[src/rtl/sa_input_skew.sv]
// Input skew buffer for a systolic array.
//
// Row r of each accepted activation vector is delayed by r+1 advance cycles,
// so the core sees the diagonal wavefront it expects. Every stage carries a
// tag bit so that inserted bubbles can be told apart from real zero data.
//
//   state  | meaning
//   -------+--------------------------------------------------------------
//   IDLE   | no stream open; accept starts a new one
//   STREAM | stream open; beats accepted until in_last
//   FLUSH  | last beat taken; input blocked while the diagonal drains
module sa_input_skew #(
    parameter int ROWS = 8,
    parameter int DW   = 8,
    parameter int CW   = 16
) (
    input  logic                 clk,
    input  logic                 rstn,
    input  logic [ROWS*DW-1:0]   in_data,
    input  logic                 in_valid,
    input  logic                 in_last,
    output logic                 in_ready,
    input  logic                 core_ready,
    output logic [ROWS*DW-1:0]   skew_data,
    output logic                 skew_valid,
    output logic                 busy,
    output logic [CW-1:0]        vec_count
);

    localparam int FW = $clog2(ROWS + 1);

    typedef enum logic [1:0] {
        IDLE   = 2'd0,
        STREAM = 2'd1,
        FLUSH  = 2'd2
    } state_t;

    state_t          state_q, state_d;
    logic [FW-1:0]   flush_cnt_q, flush_cnt_d;
    logic [CW-1:0]   vec_count_q, vec_count_d;

    logic            advance;
    logic            accept;
    logic [ROWS-1:0] last_tag;
    logic [ROWS-1:0] row_busy;

    assign advance  = core_ready;
    assign in_ready = core_ready & (state_q != FLUSH);
    assign accept   = in_valid & in_ready;

    // Per-row delay lines; row r is r+1 stages deep.
    for (genvar r = 0; r < ROWS; r++) begin : g_row
        logic [DW:0] line_q [0:r];
        logic [DW:0] line_d [0:r];
        logic        any_tag;

        // Shift the whole line on advance; a non-accepted slot enters as a tagged-off zero.
        always_comb begin
            for (int s = 0; s <= r; s++) begin
                line_d[s] = line_q[s];
            end
            if (advance) begin
                line_d[0] = accept ? {1'b1, in_data[r*DW +: DW]} : '0;
                for (int s = 1; s <= r; s++) begin
                    line_d[s] = line_q[s-1];
                end
            end
        end

        // Line registers; reset discards anything in flight.
        always_ff @(posedge clk or negedge rstn) begin
            if (!rstn) begin
                for (int s = 0; s <= r; s++) begin
                    line_q[s] <= '0;
                end
            end else begin
                for (int s = 0; s <= r; s++) begin
                    line_q[s] <= line_d[s];
                end
            end
        end

        // Any real element still inside this row keeps the block busy.
        always_comb begin
            any_tag = 1'b0;
            for (int s = 0; s <= r; s++) begin
                any_tag = any_tag | line_q[s][DW];
            end
        end

        assign skew_data[r*DW +: DW] = line_q[r][DW-1:0];
        assign last_tag[r]           = line_q[r][DW];
        assign row_busy[r]           = any_tag;
    end

    // Stream sequencing, flush countdown and vector counting.
    always_comb begin
        state_d     = state_q;
        flush_cnt_d = flush_cnt_q;
        vec_count_d = vec_count_q;
        case (state_q)
            IDLE: begin
                if (accept) begin
                    vec_count_d = CW'(1);
                    if (in_last) begin
                        state_d     = FLUSH;
                        flush_cnt_d = FW'(ROWS - 1);
                    end else begin
                        state_d = STREAM;
                    end
                end
            end
            STREAM: begin
                if (accept) begin
                    if (vec_count_q != {CW{1'b1}}) begin
                        vec_count_d = vec_count_q + CW'(1);
                    end
                    if (in_last) begin
                        state_d     = FLUSH;
                        flush_cnt_d = FW'(ROWS - 1);
                    end
                end
            end
            FLUSH: begin
                if (advance) begin
                    flush_cnt_d = flush_cnt_q - FW'(1);
                    if (flush_cnt_q == FW'(1)) begin
                        state_d = IDLE;
                    end
                end
            end
            default: begin
                state_d = IDLE;
            end
        endcase
    end

    // Control registers.
    always_ff @(posedge clk or negedge rstn) begin
        if (!rstn) begin
            state_q     <= IDLE;
            flush_cnt_q <= '0;
            vec_count_q <= '0;
        end else begin
            state_q     <= state_d;
            flush_cnt_q <= flush_cnt_d;
            vec_count_q <= vec_count_d;
        end
    end

    assign skew_valid = |last_tag;
    assign busy       = (state_q != IDLE) | (|row_busy);
    assign vec_count  = vec_count_q;

endmodule

[config.mk]
export PLATFORM = sky130hd
export DESIGN_NAME = sa_input_skew
export DESIGN_NICKNAME = d
export VERILOG_FILES = /design/src/rtl/sa_input_skew.sv
export SDC_FILE = /design/constraint.sdc
export NUM_CORES = 1
export LEC_CHECK = 0
export ABC_AREA = 1
export BUFFER_PORTS_ARGS = -buffer_cell sky130_fd_sc_hd__buf_2
export CORE_MARGIN = 4
export CORE_UTILIZATION = 60
export CTS_BUF_LIST = sky130_fd_sc_hd__clkbuf_16
export CTS_CLUSTER_DIAMETER = 80
export CTS_CLUSTER_SIZE = 10
export DETAILED_ROUTE_END_ITERATION = 8
export HOLD_SLACK_MARGIN = 0.12
export PLACE_DENSITY = 0.82
export SETUP_SLACK_MARGIN = 0.05
export SYNTH_ARGS = -nofsm -noshare
export SYNTH_HDL_FRONTEND = slang
export SYNTH_SLANG_ARGS = --single-unit
[constraint.sdc]
create_clock -name clk -period 3.2 [get_ports clk]
set_clock_uncertainty 0.15 [all_clocks]
set_input_delay 0.48 -clock clk [delete_from_list [all_inputs] [get_ports clk]]
set_output_delay 0.48 -clock clk [all_outputs]
set_load 0.02 [all_outputs]
==> reports/summary.json <==
{
  "outcome": {
    "run_status": "finished clean"
  },
  "setup_path": {
    "r2r_start": "vec_count[0]",
    "critical_path_required_ns": 3.44,
    "crit_path_max_cell_delay_ns": 0.46,
    "rr_endpoint": "vec_count[12]",
    "crit_path_end_kind": "register",
    "reg2regPathDepth": 8,
    "crit_path_top_delay_cell": "dfrtp_1",
    "crit_chain": "ha_1 -> nand2_2 -> nor2_4 -> nand4_2 -> nand2_2 -> nor2_1 -> nand2_1 -> nand2_1",
    "crit_arrival_ns": 2.42,
    "criticalPathCategory": "register to register",
    "critical_path.max_fanout": 22,
    "worst_path_dominant_cell_family": "simple AND/OR/NAND/NOR gates",
    "timing.critical_path.from_type": "register",
    "cp_num_buf_inv": 0,
    "ff2ff_setup_slack_ns": 1.02
  },
  "clocking": {
    "htree_levels": 2,
    "clk_transition_reported_paths_ns": 0.06,
    "clkSinkCount": 318,
    "post_cts_hold_buffer_count": 66,
    "cts_made_buffers": 37,
    "max-clock-path-buffers": 3,
    "tritoncts": "done",
    "cts-resized-gates": 0,
    "cts_root_buffer": "clkbuf_16",
    "cts.repair_timing.setup_buffer_count": 0,
    "clkLatencyLatePin_ns": 0.50
  },
  "placement": {
    "dp_hpwl_mm": 14.6,
    "post-place-ws_ns": 1.06,
    "placed_cells": 1691,
    "port_buffers": 151,
    "gp_congestion": 0.841
  },
  "cells_and_area": {
    "syn_to_final_growth_pct": 16.6,
    "final_nets": 1593,
    "antenna_cells_inserted": 0,
    "fin_util_pct": 71.1,
    "finish.cell_count_without_fillers": 1799,
    "post_route_cells_drive_above_1_share_pct": 14.6
  },
  "yosys": {
    "synth_xor_area_share_pct": 0.341,
    "synth_top_family_by_area": "simple AND/OR/NAND/NOR gates",
    "synthesis.instances": 1385,
    "sequential_fraction_of_the_synthesis_area_pct": 62.0,
    "synth_largest_area_cell": "dfrtp_1",
    "synth-edff-count": 0,
    "ys_types": 31,
    "synth_compound_area_share_pct": 6.06,
    "async_flop_share_pct": 100,
    "number_of_register_bits_inferred_by_synthesis": 318,
    "netlist_area_mm2": 0.0128,
    "yosys.area.top_type_share_pct": 62.0,
    "synth.area.top_cells": "dfrtp_1 62%, nand2_1 21%, a22o_1 4.2%",
    "synth.yosys.warnings": 0,
    "synth-simple-area-share_pct": 23.9,
    "post_synth_fa_ha_maj_area_fraction_pct": 0.293,
    "postSynthAreaPerCell_um2": 9.26,
    "postSynthNetCount": 1457,
    "muxShareOfSynthArea_pct": 0,
    "synth_ff_type": "dfrtp_1"
  },
  "global_routing": {
    "grt_max_degree": 226,
    "globalRoute.totalOverflow": 0,
    "groute.usage.overall_pct": 22.1,
    "vias_in_the_first_global_route": 9028,
    "antenna_violations_before_repair": 0,
    "grt_pass1_wl_mm": 43.9
  },
  "timing": {
    "final.setup.tns_ns": 0,
    "rsz0062_at_grt": "no",
    "min_period_over_period_pct": 68.2,
    "post-route-worst-setup-slack_ns": 1.02,
    "tightestPinTransition_ns": 1.07,
    "f_max_mhz": 458,
    "report.final.hold_viol_count": 0,
    "maxSlewViolCount": 0,
    "final_min_period_ns": 2.18,
    "setup-violations-final": 0,
    "relSlewSlack_pct": 28.8
  },
  "die": {
    "die_x_um": 154,
    "die-height_um": 154,
    "die_area_mm2": 0.0238,
    "pin_count": 152,
    "initial_utilization_pct": 61.0,
    "std_cell_rows": 53,
    "core_region_area_mm2": 0.0210
  },
  "route": {
    "route.antenna.remaining_nets": 0,
    "total_drc_errors_in_the_routed_layout": 0,
    "met3RoutedLength_mm": 1.30,
    "drt_first_iter_violations": 710,
    "detailed_routed_wire_length_on_met2_mm": 12.7,
    "post_drt_via_cell_ratio": 5.14,
    "overall_routed_net_length_mm": 25.8,
    "drt_pre_antenna_iters": 5,
    "top_layer_in_use": "met4",
    "dr_total_vias": 9249,
    "drt-met1-wl_mm": 11.0,
    "detail_route.wl_per_cell_um": 14.3
  },
  "min_path": {
    "worst_hold_startpoint": "core_ready",
    "timing.hold.worst_endpoint": "g_row[4].line_q[8]",
    "worst_hold_path.num_cells": 2,
    "hold_path_class": "input pin to register"
  },
  "power": {
    "power_density_mw_per_mm2": 666,
    "fin_total_pwr_mw": 9.97,
    "vdd_ir_drop_max_mv": 0.442,
    "p_leak_nw": 8.31
  },
  "run": {
    "max-cap-violations": 0
  }
}
[Yosys cell counts (2+ instances only)]
master    instances
xor2_1            4
clkbuf_1         28
nand3b_1          2
inv_1            37
nand2_1         723
o21ai_0          29
nand4_1           6
o21ai_1           3
buf_2            36
buf_4            64
o21ai_2           7
nand2_2           2
nand3_1          22
ha_1              3
a22o_1           61
dfrtp_1         318
inv_2             2
buf_6             3
nor2_1           21
nor2_4            3
[cells in the final DEF, fill, tap and decap left out, types with 2 or more instances in the layout]
cell,count
buf_12,5
o21ai_0,29
ha_1,3
inv_1,38
o21ai_1,3
nand2_1,723
nand3b_1,2
nand4_1,6
dfrtp_1,318
nor2_4,3
xor2_1,4
clkbuf_16,39
nand3_1,22
nand2_2,2
dlygate4sd3_1,66
buf_2,149
o21ai_2,7
inv_2,2
buf_4,7
nor2_1,21
a22o_1,61
[through the flow]
stage | hold slack [ns] | cell area [um^2]
floorplan | 0.0344 | 12800
global placement | 0.299 | 13300
detailed placement | 0.304 | 13300
CTS | 0.143 | 15000
global route | 0.154 | 15000
finish | 0.168 | 15000
[cell type report]
class | count | area [um^2]
clock buffer | 39 | 976
clock inverter | 3 | 16.3
fill | 1503 | 6070
inverter | 39 | 154
multi-input combinational | 896 | 3920
sequential | 318 | 7960
tap | 275 | 344
timing repair buffer | 229 | 1590
[per-layer routing]
metal  track usage, %  vias to the layer above
met1             30.2                     4433
met4             8.12                        0
met5                0                        -
met2             36.0                      247
met3             4.06                       54
li1                 -                     4515
[flip-flops by register name (all words and copies together), names as in the netlist]
register	count
state_q	2
flush_cnt_q	4
vec_count	16
g_row.line_q	240
skew_data	56
[cell families (layout without fill, tap and decap cells)]
kind of cell | after synthesis | after routing
xor+xnor | 5 | 5
compound gates | 103 | 103
flops | 318 | 318
buf+inv | 171 | 310
simple gates | 785 | 785
fa+ha+maj | 3 | 3
[how the worst max path moves through the flow]
stage / start / endpoint / slack, ns / cells after the start
after CTS: g_row[3].line_q[8] / busy / 1.03 / 5
after global routing: vec_count[0] / vec_count[12] / 0.84 / 8
after global placement: core_ready / in_ready / 1.07 / 4
after floorplan: core_ready / in_ready / 1.20 / 5
after detailed placement: vec_count[0] / vec_count[12] / 1.06 / 8
final: vec_count[0] / vec_count[12] / 1.02 / 8
[report_power, final]
group / internal [mW] / total, mW / switching, mW / leakage [nW]
sequential: 4.61 / 4.96 / 0.354 / 4.34
combinational: 0.537 / 1.42 / 0.879 / 3.47
clock: 2.14 / 3.59 / 1.45 / 0.496
No activity file was read; power rests on OpenSTA's default activity.
